$ cat config.mk
export PLATFORM = sky130hd
export DESIGN_NAME = rf_mp
export DESIGN_NICKNAME = d
export VERILOG_FILES = /design/src/rtl/rf_mp_pkg.sv /design/src/rtl/rf_mp_wmerge.sv /design/src/rtl/rf_mp.sv
export SDC_FILE = /design/constraint.sdc
export NUM_CORES = 2
export LEC_CHECK = 0
export CORE_UTILIZATION = 45
export DETAILED_ROUTE_END_ITERATION = 12
export SETUP_SLACK_MARGIN = 0.3
export SLEW_MARGIN = 40
export SYNTH_ARGS = -nofsm -noshare
export SYNTH_HDL_FRONTEND = slang
export SYNTH_SLANG_ARGS = --single-unit
$ cat constraint.sdc
create_clock -name clk -period 5.08 [get_ports clk]
set_input_delay 1.27 -clock clk [delete_from_list [all_inputs] [get_ports clk]]
set_output_delay 1.27 -clock clk [all_outputs]
set_load 0.01 [all_outputs]
$ cat src/rtl/rf_mp_pkg.sv
// Shared constants and the byte-merge helper for the rf_mp register file.
// Word arguments are sized for the widest supported register; callers zero-extend and truncate.
package rf_mp_pkg;

    localparam int RF_DEF_WIDTH    = 32;
    localparam int RF_DEF_DEPTH    = 32;
    localparam int RF_DEF_NREAD    = 2;
    localparam int RF_DEF_NWRITE   = 2;
    localparam int RF_DEF_ZERO_REG = 1;

    localparam int RF_MAX_WIDTH = 512;
    localparam int RF_MAX_NB    = RF_MAX_WIDTH / 8;

    localparam logic [RF_MAX_WIDTH-1:0] RF_RESET_VAL = '0;

    function automatic logic [RF_MAX_WIDTH-1:0] byte_merge(
        input logic [RF_MAX_WIDTH-1:0] old_w,
        input logic [RF_MAX_WIDTH-1:0] new_w,
        input logic [RF_MAX_NB-1:0]    mask
    );
        logic [RF_MAX_WIDTH-1:0] res;
        for (int b = 0; b < RF_MAX_NB; b++) begin
            res[b*8 +: 8] = mask[b] ? new_w[b*8 +: 8] : old_w[b*8 +: 8];
        end
        return res;
    endfunction

endpackage

$ cat src/rtl/rf_mp_wmerge.sv
// Per-byte write resolution for one target address across all write ports.
// Ports are scanned in ascending order, so the highest-index enabled port owns each byte.
module rf_mp_wmerge
    import rf_mp_pkg::*;
#(
    parameter  int WIDTH  = RF_DEF_WIDTH,
    parameter  int AW     = 5,
    parameter  int NWRITE = RF_DEF_NWRITE,
    localparam int NB     = WIDTH / 8
) (
    input  logic [AW-1:0]           addr,
    input  logic [NWRITE-1:0]       we,
    input  logic [NWRITE*AW-1:0]    wa,
    input  logic [NWRITE*NB-1:0]    wbe,
    input  logic [NWRITE*WIDTH-1:0] wd,
    output logic [NB-1:0]           hit,
    output logic [WIDTH-1:0]        data
);

    always_comb begin
        hit  = '0;
        data = '0;
        for (int p = 0; p < NWRITE; p++) begin
            if (we[p] && (wa[p*AW +: AW] == addr)) begin
                for (int b = 0; b < NB; b++) begin
                    if (wbe[p*NB + b]) begin
                        hit[b]          = 1'b1;
                        data[b*8 +: 8]  = wd[p*WIDTH + b*8 +: 8];
                    end
                end
            end
        end
    end

endmodule

$ cat src/rtl/rf_mp.sv
// Parametrised multi-port flop register file with byte enables and async clear.
// Define RF_MP_BYPASS_EN to forward same-cycle write bytes onto the read ports.
module rf_mp
    import rf_mp_pkg::*;
#(
    parameter  int WIDTH    = RF_DEF_WIDTH,
    parameter  int DEPTH    = RF_DEF_DEPTH,
    parameter  int NREAD    = RF_DEF_NREAD,
    parameter  int NWRITE   = RF_DEF_NWRITE,
    parameter  int ZERO_REG = RF_DEF_ZERO_REG,
    localparam int AW       = $clog2(DEPTH),
    localparam int NB       = WIDTH / 8
) (
    input  logic                    clk,
    input  logic                    reset_n,
    input  logic [NWRITE-1:0]       we,
    input  logic [NWRITE*AW-1:0]    wa,
    input  logic [NWRITE*NB-1:0]    wbe,
    input  logic [NWRITE*WIDTH-1:0] wd,
    input  logic [NREAD*AW-1:0]     ra,
    output logic [NREAD*WIDTH-1:0]  rd
);

    logic [WIDTH-1:0] mem [DEPTH];
    logic [WIDTH-1:0] nxt [DEPTH];

    for (genvar r = 0; r < DEPTH; r++) begin : g_reg
        if ((ZERO_REG != 0) && (r == 0)) begin : g_zero
            assign nxt[r] = RF_RESET_VAL[WIDTH-1:0];
        end else begin : g_store
            logic [NB-1:0]                hit;
            logic [WIDTH-1:0]             data;
            logic [RF_MAX_WIDTH-WIDTH-1:0] unused_hi;

            rf_mp_wmerge #(
                .WIDTH  (WIDTH),
                .AW     (AW),
                .NWRITE (NWRITE)
            ) u_wmerge (
                .addr (AW'(r)),
                .we   (we),
                .wa   (wa),
                .wbe  (wbe),
                .wd   (wd),
                .hit  (hit),
                .data (data)
            );

            assign {unused_hi, nxt[r]} = byte_merge(RF_MAX_WIDTH'(mem[r]),
                                                    RF_MAX_WIDTH'(data),
                                                    RF_MAX_NB'(hit));
        end
    end

    always_ff @(posedge clk or negedge reset_n) begin
        if (!reset_n) begin
            for (int i = 0; i < DEPTH; i++) begin
                mem[i] <= RF_RESET_VAL[WIDTH-1:0];
            end
        end else begin
            for (int i = 0; i < DEPTH; i++) begin
                mem[i] <= nxt[i];
            end
        end
    end

    for (genvar i = 0; i < NREAD; i++) begin : g_rd
        logic [AW-1:0]    a;
        logic             blocked;
        logic [WIDTH-1:0] stored;

        assign a       = ra[i*AW +: AW];
        // Reset and the hardwired zero register both force the port to zero, bypass included.
        assign blocked = !reset_n || ((ZERO_REG != 0) && (a == '0));
        assign stored  = blocked ? '0 : mem[a];

`ifdef RF_MP_BYPASS_EN
        logic [NB-1:0]                 bhit;
        logic [WIDTH-1:0]              bdata;
        logic [WIDTH-1:0]              fwd;
        logic [RF_MAX_WIDTH-WIDTH-1:0] unused_hi;

        rf_mp_wmerge #(
            .WIDTH  (WIDTH),
            .AW     (AW),
            .NWRITE (NWRITE)
        ) u_bypass (
            .addr (a),
            .we   (we),
            .wa   (wa),
            .wbe  (wbe),
            .wd   (wd),
            .hit  (bhit),
            .data (bdata)
        );

        assign {unused_hi, fwd} = byte_merge(RF_MAX_WIDTH'(stored),
                                             RF_MAX_WIDTH'(bdata),
                                             RF_MAX_NB'(bhit));
        assign rd[i*WIDTH +: WIDTH] = blocked ? '0 : fwd;
`else
        assign rd[i*WIDTH +: WIDTH] = stored;
`endif
    end

endmodule

==> flow_metrics.py <==
metrics = {
    "floorplan": {
        "die_x_um": 379,
        "core_region_area_um2": 140000,
        "die_area_um2": 143000,
        "fp-row-count": 137,
        "die_h_um": 379,
        "start_util_pct": 45.6,
        "io_pins": 160,
    },
    "power": {
        "power_density_nw_per_um2": 382,
        "ir_drop_uv": 299,
        "p_leak_uw": 0.0374,
    },
    "sta": {
        "hold_viol_final": 0,
        "fmaxAchievable_mhz": 205,
        "slew_viol_final": 0,
        "min_period_over_period_pct": 95.9,
        "rsz0062_at_grt": "true",
        "worst_pin_slew_ns": 0.929,
        "max_slew_margin_pct": 38.0,
        "setup_viol": 0,
        "skew_ns": 0,
        "period_minus_slack_ns": 4.87,
        "setup_tns_ns": 0,
    },
    "finish": {
        "fin_util_pct": 54.0,
        "layout-drive-gt1-share_pct": 21.8,
        "largest_reg_flops": 992,
        "fillers": 12500,
        "multi_input_area_um2": 37200,
        "reg_top3": "mem x992",
        "area.sequential_um2": 24800,
        "nets": 6510,
        "synthToLayoutAreaGrowth_pct": 18.5,
        "largest_register": "mem",
    },
    "routing": {
        "ant_nets": 0,
        "drt_iter0_markers": 7973,
        "firstDrtPassIters": 9,
        "drc": 0,
        "route.detailed.wl_per_inst_um": 31.8,
        "wirelength_mm": 267,
        "vias": 56200,
        "via_per_inst": 6.70,
    },
    "logic_synthesis": {
        "synth_area_per_cell_um2": 10.2,
        "synth_edf_count": 0,
        "synth_top_area_share_pct": 38.9,
        "synth_area_leaders": "dfrtp_1 39%, mux2i_1 18%, mux4_2 11%",
        "synth-seq-area-share_pct": 38.9,
        "synth_cells": 6242,
        "synth_seq_cells": 992,
        "syn_area_um2": 63900,
        "syn-num-nets": 6338,
        "synth_area_leader_cell": "dfrtp_1",
        "synth_top_flop_cell": "dfrtp_1",
        "synthesis.yosys.warnings": 0,
        "ys_types": 60,
        "ys_async_sr_fraction_pct": 100,
    },
    "worst_setup_path": {
        "path_class": "input pin to primary output",
        "worst_ep_arrival_time_ns": 3.60,
        "timing.rr.start": "mem[287]",
        "endpoint_kind": "primary output",
        "worstPathRequired_ns": 3.81,
        "crit_path_max_fanout": 12,
        "crit_chain": "buf_12 > buf_4 > inv_2 > buf_4 > buf_4 > mux2_2 > o22ai_1 > nor3_1 > clkdlybuf4s50_1",
        "start_kind": "input pin",
        "crit_slowest_cell": "clkdlybuf4s50_1",
        "crit_start": "ra[0]",
        "cpMostUsedCell": "buf_4",
        "max_stage_delay_ns": 0.61,
    },
    "global_route": {
        "grtUsageTotal_pct": 36.7,
        "antenna_found_initial": 9,
        "grt_pass1_vias": 53600,
        "grt_max_degree": 100,
        "grt_overflow": 0,
        "grt_pass1_wl_mm": 383,
    },
    "outcome": {
        "outcome": "finished clean",
    },
    "clock_tree": {
        "cts_max_path_buffers": 3,
        "clkTransAtPathRegs_ns": 0.07,
        "clock_latency_ns": 0.76,
        "cts_buffers": 113,
        "cts-root-buf": "clkbuf_16",
        "cts_tree": "built",
        "cts_max_level": 3,
        "cts_sinks": 992,
    },
    "place": {
        "dp_hpwl_mm": 176,
        "place.port_buffers": 159,
        "place.gp.congestion": 1.00,
    },
    "hold_path": {
        "hold_class": "input pin to asynchronous set/reset pin",
    },
    "run": {
        "cap_violations": 0,
    },
}
==> synth_stat cells, drive strengths merged (3+ instances only) <==
master	n
mux2i	1168
nor2	1004
dfrtp	992
a21oi	883
clkbuf	400
nand3	304
mux4	300
buf	227
mux2	176
nand2	91
a221o	84
o22ai	83
o221ai	50
nor3	48
nand4	46
nand2b	44
a2111oi	38
nor2b	37
a22oi	34
and2	23
a32oi	21
o21ai	20
a22o	18
a31oi	15
o41ai	15
a211oi	13
a221oi	13
a222oi	13
o311a	13
o41a	13
o211ai	9
o311ai	7
and4b	6
nor4bb	5
o31ai	5
or2	4
and3	3
inv	3
==> per-layer routing <==
metal	vias to the layer above	global-route usage (%)	share of wire, %	wire length [um]
met5	-	0.789	0.0049	13
met4	2	18.5	6.1	16300
met3	836	10.3	12	33200
met2	3813	54.7	43	116000
met1	27900	48.8	38	102000
li1	23600	-	-	-
==> worst max-delay path: cells and delay by family <==
family | cells | cell delay (ns)
AOI/OAI and AO/OA | 1 | 0.10
buffers and inverters | 6 | 1.57
muxes | 1 | 0.27
and+or+nand+nor | 1 | 0.35
==> power by group <==
part / leakage [uW] / switching (uW) / internal [uW]
registers: 0.0123 / 1810 / 9950
clock network: 0.00203 / 3690 / 5460
logic: 0.0231 / 3890 / 4140
==> layout make-up <==
class | instances | share of cell area (%)
Tap cell | 1876 | 3.10
Inverter | 3 | 0.0165
Multi-Input combinational cell | 4620 | 49.1
Timing Repair Buffer | 684 | 9.55
Sequential cell | 992 | 32.8
Clock inverter | 48 | 0.945
Clock buffer | 162 | 4.46
Antenna cell | 5 | 0.0165
==> final timing paths <==
kind / endpoint / slack [ns] / cells past startpoint
max: rd[15] / 0.21 / 9
min: mem[984] / 0.34 / 1
max reg2reg: mem[287] / 4.06 / 2
min reg2reg: mem[666] / 0.54 / 1
max in group asynchronous: mem[552] / 2.31 / 6
min in group clk: mem[666] / 0.54 / 1
==> metrics by stage <==
stage               area (um2)  hold slack (ns)  instances  worst slack (ns)  total power [uW]
floorplan                63900            0.487       6242             0.850             16300
global route             75700            0.339       8385             0.213             30000
CTS                      75100            0.335       8365             0.210             28600
global placement         69200            0.509       8099            -0.427             19000
finish                   75700            0.342       8390             0.209             28900
detailed placement       69300            0.517       8103            -0.435             19300
==> what timing repair did <==
item                       CTS  global route
pin swaps                   31            17
setup buffers               35            12
hold buffers                 0             0
cloned                      17             1
setup endpoints to repair   63            46
gates resized for setup    177            78
==> placed cells by master (no fill, tap or decap), types with 23 or more instances in the layout <==
master,instances
buf_16,29
nor2_1,995
a21oi_1,883
buf_12,67
a22oi_1,33
mux2i_1,1160
nor2b_1,25
nand3_1,258
dlygate4sd2_1,24
nand3_2,46
clkdlybuf4s50_1,85
o221ai_1,50
clkbuf_16,116
dfrtp_1,992
nand2_1,90
mux2_2,172
mux4_2,300
o22ai_1,71
buf_6,23
nor3_1,30
nand2b_1,39
clkinv_2,25
buf_4,399
clkbuf_8,32
a221o_1,84
nand4_1,46
==> logic make-up after synthesis <==
kind of cell / synth area share (%)
and+or+nand+nor: 11.4
muxes: 32.0
buffers and inverters: 4.65
AOI/OAI and AO/OA: 13.1
DFF: 38.9
Power figures use the tool's default switching activity.
